**config.mk**
```make
export PLATFORM = sky130hd
export DESIGN_NAME = round_timer_ctrl
export DESIGN_NICKNAME = d
export VERILOG_FILES = /design/src/rtl/round_ctrl_pkg.sv /design/src/rtl/btn_edge_det.sv /design/src/rtl/round_timer_ctrl.sv
export SDC_FILE = /design/constraint.sdc
export NUM_CORES = 1
export LEC_CHECK = 0
export ABC_CLOCK_PERIOD_IN_PS = 2100
export BUFFER_PORTS_ARGS = -buffer_cell sky130_fd_sc_hd__buf_2
export CORE_ASPECT_RATIO = 1.1
export CORE_UTILIZATION = 52
export CTS_CLUSTER_DIAMETER = 50
export DETAILED_ROUTE_END_ITERATION = 10
export GPL_ROUTABILITY_DRIVEN = 1
export MAX_ROUTING_LAYER = met4
export PLACE_DENSITY = 0.78
export RECOVER_POWER = 100
export SETUP_SLACK_MARGIN = 0.02
export SYNTH_ARGS = -nofsm -noshare
export SYNTH_HDL_FRONTEND = slang
export SYNTH_HIERARCHICAL = 1
export SYNTH_SLANG_ARGS = --single-unit
```
**constraint.sdc**
```tcl
create_clock -name clk_10H -period 2.1 [get_ports clk_10H]
set_input_delay 0.21 -clock clk_10H [delete_from_list [all_inputs] [get_ports clk_10H]]
set_output_delay 0.21 -clock clk_10H [all_outputs]
set_load 0.1 [all_outputs]
```
**src/rtl/round_ctrl_pkg.sv**
```systemverilog
// Shared types and constants for the round timer controller: FSM state
// encodings and the score saturation ceiling.
package round_ctrl_pkg;

  typedef enum logic [2:0] {
    ST_IDLE  = 3'd0,
    ST_READY = 3'd1,
    ST_RUN   = 3'd2,
    ST_PAUSE = 3'd3,
    ST_END   = 3'd4,
    ST_OVER  = 3'd5
  } state_e;

  localparam logic [6:0] SCORE_MAX = 7'd99;

endpackage

```
**src/rtl/btn_edge_det.sv**
```systemverilog
// One-flop rising-edge detector for level-sensitive game buttons; the pulse
// is combinational and is consumed by the next clock edge.
module btn_edge_det (
  input  logic clk_10H,
  input  logic reset,
  input  logic btn,
  output logic rise
);

  logic btn_prev;

  // NOTE: sequential state uses non-blocking assignments so every flop
  // samples the pre-edge values, independent of block ordering.
  always_ff @(posedge clk_10H or negedge reset) begin
    if (!reset) btn_prev <= 1'b0;
    else        btn_prev <= btn;
  end

  assign rise = btn & ~btn_prev;

endmodule

```
**src/rtl/round_timer_ctrl.sv**
```systemverilog
// Game round controller: sequences READY/RUN/END phases over NUM_ROUNDS
// rounds, keeps a saturating score. Optional pause via ROUND_TIMER_PAUSE_EN.
module round_timer_ctrl
  import round_ctrl_pkg::*;
#(
  parameter logic [6:0] ROUND_LIMIT = 7'd50,
  parameter int         READY_TICKS = 10,
  parameter int         NUM_ROUNDS  = 3
) (
  input  logic       clk_10H,
  input  logic       reset,
  input  logic       start,
  input  logic       pause,
  input  logic       hit,
  input  logic [6:0] timer_count,
  output logic       timer_run,
  output logic [2:0] state_out,
  output logic [3:0] round_num,
  output logic [6:0] score,
  output logic       time_up,
  output logic       game_over
);

  localparam int         CNT_W      = (READY_TICKS > 1) ? $clog2(READY_TICKS) : 1;
  localparam logic [3:0] LAST_ROUND = 4'(NUM_ROUNDS - 1);

  state_e             state, next_state;
  logic [CNT_W-1:0]   ready_cnt;
  logic               start_edge, pause_edge;
  logic               cnt_load, clr_game, score_inc, round_inc;

  btn_edge_det u_start_edge (
    .clk_10H (clk_10H),
    .reset   (reset),
    .btn     (start),
    .rise    (start_edge)
  );

  btn_edge_det u_pause_edge (
    .clk_10H (clk_10H),
    .reset   (reset),
    .btn     (pause),
    .rise    (pause_edge)
  );

`ifndef ROUND_TIMER_PAUSE_EN
  logic unused_pause_edge;
  assign unused_pause_edge = pause_edge;
`endif

  always_ff @(posedge clk_10H or negedge reset) begin
    if (!reset) state <= ST_IDLE;
    else        state <= next_state;
  end

  // NOTE: every signal written here gets a default first, so no path can
  // leave one unassigned and infer a latch.
  always_comb begin
    next_state = state;
    cnt_load   = 1'b0;
    clr_game   = 1'b0;
    score_inc  = 1'b0;
    round_inc  = 1'b0;
    case (state)
      ST_IDLE, ST_OVER: begin
        if (start_edge) begin
          next_state = ST_READY;
          cnt_load   = 1'b1;
          clr_game   = 1'b1;
        end
      end
      ST_READY: begin
        if (ready_cnt == '0) next_state = ST_RUN;
      end
      ST_RUN: begin
        // A hit in the same cycle as a timeout or pause still counts.
        score_inc = hit;
        if (timer_count == ROUND_LIMIT) next_state = ST_END;
`ifdef ROUND_TIMER_PAUSE_EN
        else if (pause_edge)            next_state = ST_PAUSE;
`endif
      end
`ifdef ROUND_TIMER_PAUSE_EN
      ST_PAUSE: begin
        if (pause_edge) begin
          next_state = ST_READY;
          cnt_load   = 1'b1;
        end
      end
`endif
      ST_END: begin
        if (round_num == LAST_ROUND) begin
          next_state = ST_OVER;
        end else begin
          next_state = ST_READY;
          cnt_load   = 1'b1;
          round_inc  = 1'b1;
        end
      end
      default: next_state = ST_IDLE;
    endcase
  end

  // Outputs are registered from next_state so they line up with state_out.
  always_ff @(posedge clk_10H or negedge reset) begin
    if (!reset) begin
      ready_cnt <= '0;
      score     <= '0;
      round_num <= '0;
      timer_run <= 1'b0;
      time_up   <= 1'b0;
      game_over <= 1'b0;
    end else begin
      if (cnt_load)
        ready_cnt <= CNT_W'(READY_TICKS - 1);
      else if (state == ST_READY && ready_cnt != '0)
        ready_cnt <= ready_cnt - CNT_W'(1);

      if (clr_game)
        score <= '0;
      else if (score_inc && score != SCORE_MAX)
        score <= score + 7'd1;

      if (clr_game)       round_num <= '0;
      else if (round_inc) round_num <= round_num + 4'd1;

      timer_run <= (next_state == ST_RUN);
      time_up   <= (next_state == ST_END);
      game_over <= (next_state == ST_OVER);
    end
  end

  assign state_out = state;

endmodule

```
# After elaboration in Yosys (flattened, before gate mapping)
# Index checks and enable logic that the tools add are counted.
[totals]
out_inout_bits = 17
inputBits = 12
register_bits = 22
word_cells = 49
[classes]
n_eq_ne = 10
mux = 17
bitwise_logic = 2
reduce_logical = 9
add_sub_neg = 3
[op_table]
columns = ["operator", "count"]
rows = [
  ["4-bit two-way mux", 4],
  ["7-bit two-way mux", 2],
  ["3-bit equality test (second input constant)", 4],
  ["3-bit two-way mux", 4],
  ["3-bit one-hot mux with 4 select lines", 1],
  ["7-bit by 1-bit adder with 7-bit output (second input constant)", 1],
  ["7-bit by 6-bit equality test with 1-bit output (second input constant)", 1],
  ["7-bit != test (second input constant)", 1],
  ["3-bit by 2-bit equality test with 1-bit output (second input constant)", 2],
  ["2-bit nonzero test", 3],
  ["1-bit two-way mux", 5],
  ["4-bit by 1-bit adder with 4-bit output (second input constant)", 1],
  ["4-bit by 2-bit equality test with 1-bit output (second input constant)", 1],
  ["4-bit zero test", 1],
  ["4-bit nonzero test", 1],
  ["4-bit by 1-bit subtractor with 4-bit output (second input constant)", 1],
  ["3-bit by 1-bit equality test with 1-bit output (second input constant)", 1],
  ["3-bit zero test", 1],
  ["1-bit logical AND", 2],
  ["1-bit one-hot mux with 2 select lines", 1],
  ["2-bit OR reduction", 1],
  ["1-bit bitwise AND", 1],
  ["1-bit inverter", 1],
]

# Logic depth before layout (Yosys ltp)
[logic_depth]
word_depth = 5
mapped_depth = 5
depth_no_buf = 5

# Hierarchy
# Netlist, hierarchy kept.
[modules_own_cells]
columns = ["module", "cells_each", "seq_area_each_um2", "instances", "area_per_inst_um2"]
rows = [
  ["round_timer_ctrl", 115, 525.5, 1, 1133.6],
  ["btn_edge_det", 2, 25.0, 1, 38.8],
]

# Least setup slack after synthesis
# No wires, ideal clock.
[synth_timing]
path_type = "register to register"
start = "register round_num[1]"
end = "register ready_cnt[0]"
n_path_buf = 0
setup_time_ns = 0.132
synth_period_minus_slack_ns = 2.303
arrival_time_ns = 2.171
required_time_ns = 1.968
setup_slack_ns = -0.203
stages_incl_launch_ff = 5
path_cell_list = "dfrtp_1 ha_1 nor3b_1 o22ai_1 or3b_1"
[synth_via]
elab_chain_len = 4
elab_cells_between_ends = 5
cone_classes = "eq/ne (1); mux (3); reduce/logical (1)"
[synth_rtl]
columns = ["element", "line", "rtl"]
rows = [
  ["start, declared", "round_timer_ctrl.sv:18", "output logic [3:0] round_num,"],
  ["start signal, assigned", "round_timer_ctrl.sv:125", "else if (round_inc) round_num <= round_num + 4'd1;"],
  ["4-bit by 2-bit equality test with 1-bit output *", "round_timer_ctrl.sv:92", "if (round_num == LAST_ROUND) begin"],
  ["1-bit two-way mux *", "round_timer_ctrl.sv:92", ""],
  ["1-bit one-hot mux with 2 select lines *", "round_timer_ctrl.sv:64", "case (state)"],
  ["4-bit two-way mux / 2-bit nonzero test (equally long branches)", "--", ""],
  ["end signal, assigned", "round_timer_ctrl.sv:115", "ready_cnt <= CNT_W'(READY_TICKS - 1);"],
  ["end signal, assigned", "round_timer_ctrl.sv:117", "ready_cnt <= ready_cnt - CNT_W'(1);"],
  ["end, declared", "round_timer_ctrl.sv:28", "logic [CNT_W-1:0] ready_cnt;"],
]
# Every way passes the cells marked *; elsewhere a longest branch is shown, timed or not.
# A chain may end at the register's enable or synchronous reset.

# Worst setup path in the final report
[layout_timing]
start = "register score[3]"
end = "register score[0]"
[layout_via]
elab_chain_len = 3
[layout_rtl]
columns = ["element", "line", "rtl"]
rows = [
  ["start, declared", "round_timer_ctrl.sv:19", "output logic [6:0] score,"],
  ["start signal, assigned", "round_timer_ctrl.sv:122", "score <= score + 7'd1;"],
  ["7-bit != test", "round_timer_ctrl.sv:121", "else if (score_inc && score != SCORE_MAX)"],
  ["1-bit logical AND", "round_timer_ctrl.sv:121", ""],
  ["2-bit nonzero test (no source line)", "--", ""],
]
# No other way between the ends.

==> reports/results.ini <==
[status]
status=finished clean

[synthesis]
ys_warn_count=6
async_flop_share_pct=100
netlist_top_cells_area=dfrtp_1 47%, o21ai_0 6.0%, a21oi_1 4.7%
synth-compound-area-share_pct=15.0
syn_inst=117
yosysMostFrequentCell=dfrtp_1
synth_area_um2=1170
synth-main-ff-cell=dfrtp_1
synth_edf_count=0
syn_area_per_cell_um2=10.0
synth_top_family_by_area=simple AND/OR/NAND/NOR gates
yosys-top-cells-count=22 x dfrtp_1, 14 x o21ai_0, 11 x a21oi_1
syn_nets=133
synth_xor_xnor_area_share_pct=0.747
yosys.area.top_type_share_pct=47.0
synthMuxAreaShare_pct=4.27
yosysTopAreaCell=dfrtp_1
yosys.area_share.simple_pct=23.2
ys_seq_area_share_pct=47.0
synth_seq_cells=22
ys_types=34
synth_adder_area_share_pct=4.27

[timing]
slew_viol_final=0
fin_crit_ps=1850
fmax_mhz=541
worst_clock_skew_ps=8.81
hold_violations=0
rsz0062_at_grt=false
timing.slew.headroom_pct=22.0
min_period_over_period_pct=88.0
worstMarginPinSlew_ps=1180
setup_viol=0
fin_ws_ps=252
timing.hold.ws_ps=22.0
tns_ps=0

[clock_tree]
clock_latency_ps=300
clk_path_buf_depth=2
cts_buffers=3
post_cts_buffers=0
htree_levels=1
clk_pin_slew_worst_paths_ps=120
cts_resized=0
cts_tree=done
cts_root_buffer=clkbuf_4
cts_num_sinks=22

[placement]
post-dp-hpwl_um=1760
place_area_um2=1330
numPortBuffers=27
gp_congestion=0.813
pre_cts_ws_ps=388

[drt]
drc=0
dr.first_iter.drc_count=10
dr.pass1.iters=4
ant_nets=0
wl_um=2320
viasPerCell=5.70
wl_per_cell_um=13.2
vias=997

[cells_and_area]
design_area_um2=1350
synthToLayoutAreaGrowth_pct=15.5
diodes=0
final_layout_size_suffix_gt1_share_pct=17.7
final_util_pct=65.6
nNetsFinal=164

[floorplanning]
ios=29
core_um2=2060
row_count=17
start_util_pct=56.8
die_h_um=51.8
die-area_um2=2450
die_w_um=47.3

[worst_setup_path]
timing.reg2reg.setup_slack_ps=250
crit_required_ps=2330
cp-start-kind=register
worstPathArrival_ps=2080
path_max_fanout=6
end_kind=register
path_class=register to register

[power]
power_density_nw_per_um2=1160
peakVddDrop_uv=860
power_leakage_nw=0.604

[grt]
antenna_found_initial=0
grt_pass1_vias=926
grt_max_degree=23
grt.total_usage_pct=22.6
gr-total-overflow=0
grt_pass1_wl_um=3840

[run]
max-cap-violations=0

[min_path]
hold_class=input port to register

[where the power goes]
part	switching [mW]	internal [mW]	total [mW]
logic	0.543	0.192	0.735
clock network	0.121	0.106	0.227
registers	0.0970	0.508	0.605
total	0.761	0.806	1.57
[flip-flops by register name, summed over array words and instances, names as in the netlist]
name                   cells
ready_cnt                  4
score                      7
state_out                  3
u_start_edge/btn_prev      1
game_over                  1
timer_run                  1
time_up                    1
round_num                  4
[kinds of logic after synthesis]
logic type,after synthesis
simple gates,40
compound gates,32
flops,22
buf+inv,13
mux,5
fa+ha+maj,4
xor+xnor,1
[metrics by stage]
stage                     cells  power [mW]
after floorplan             117        1.23
after global placement      170        1.33
after detailed placement    170        1.36
after CTS                   175        1.59
after global routing        175        1.69
final                       175        1.57
[what timing repair did]
action / in CTS / in global routing
endpoints found under the hold margin: 22 / 0
setup endpoints to repair: 0 / 0
hold buffers: 1 / 0
[worst max-delay path, cell delays in order, from the launching register on]
cell and delay (ps):
dfrtp_1 450, or4b_2 700, o21ai_0 390, mux2i_1 240
[area by class of cell]
class | instances | area, um2
clock buffer | 4 | 36.3
fill | 183 | 709
inverter | 9 | 33.8
multi-input combinational | 82 | 557
sequential | 22 | 554
tap | 28 | 35.0
timing repair buffer | 30 | 138
[metal layers]
layer	routed length [um]	up-vias	part of all wire (%)	global-route usage, %
met5	0	-	0	-
met3	91	2	3.9	3.13
li1	-	489	-	-
met4	16	0	0.69	9.52
met1	1020	477	44	26.6
met2	1190	29	51	37.7
[layout by cell type (no fill, tap or decap), drive strengths merged, types with 5 or more instances in the layout]
cell / n
clkbuf: 24
dfrtp: 22
o21ai: 15
a21oi: 11
inv: 9
buf: 9
or3: 7
mux2i: 5
nand3: 5
[worst paths after layout]
path / cells after the start / to / start
max: 3 / score[0]$_DFFE_PN0P_ / score[3]$_DFFE_PN0P_
max reg2reg: 3 / score[0]$_DFFE_PN0P_ / score[3]$_DFFE_PN0P_
min in group asynchronous: 2 / round_num[3]$_DFFE_PN0P_ / reset
max in group asynchronous: 2 / state_out[0]$_DFF_PN0_ / reset
min reg2reg: 1 / score[6]$_DFFE_PN0P_ / score[6]$_DFFE_PN0P_
min: 1 / u_start_edge/btn_prev$_DFF_PN0_ / start
Power figures use the tool's default switching activity.
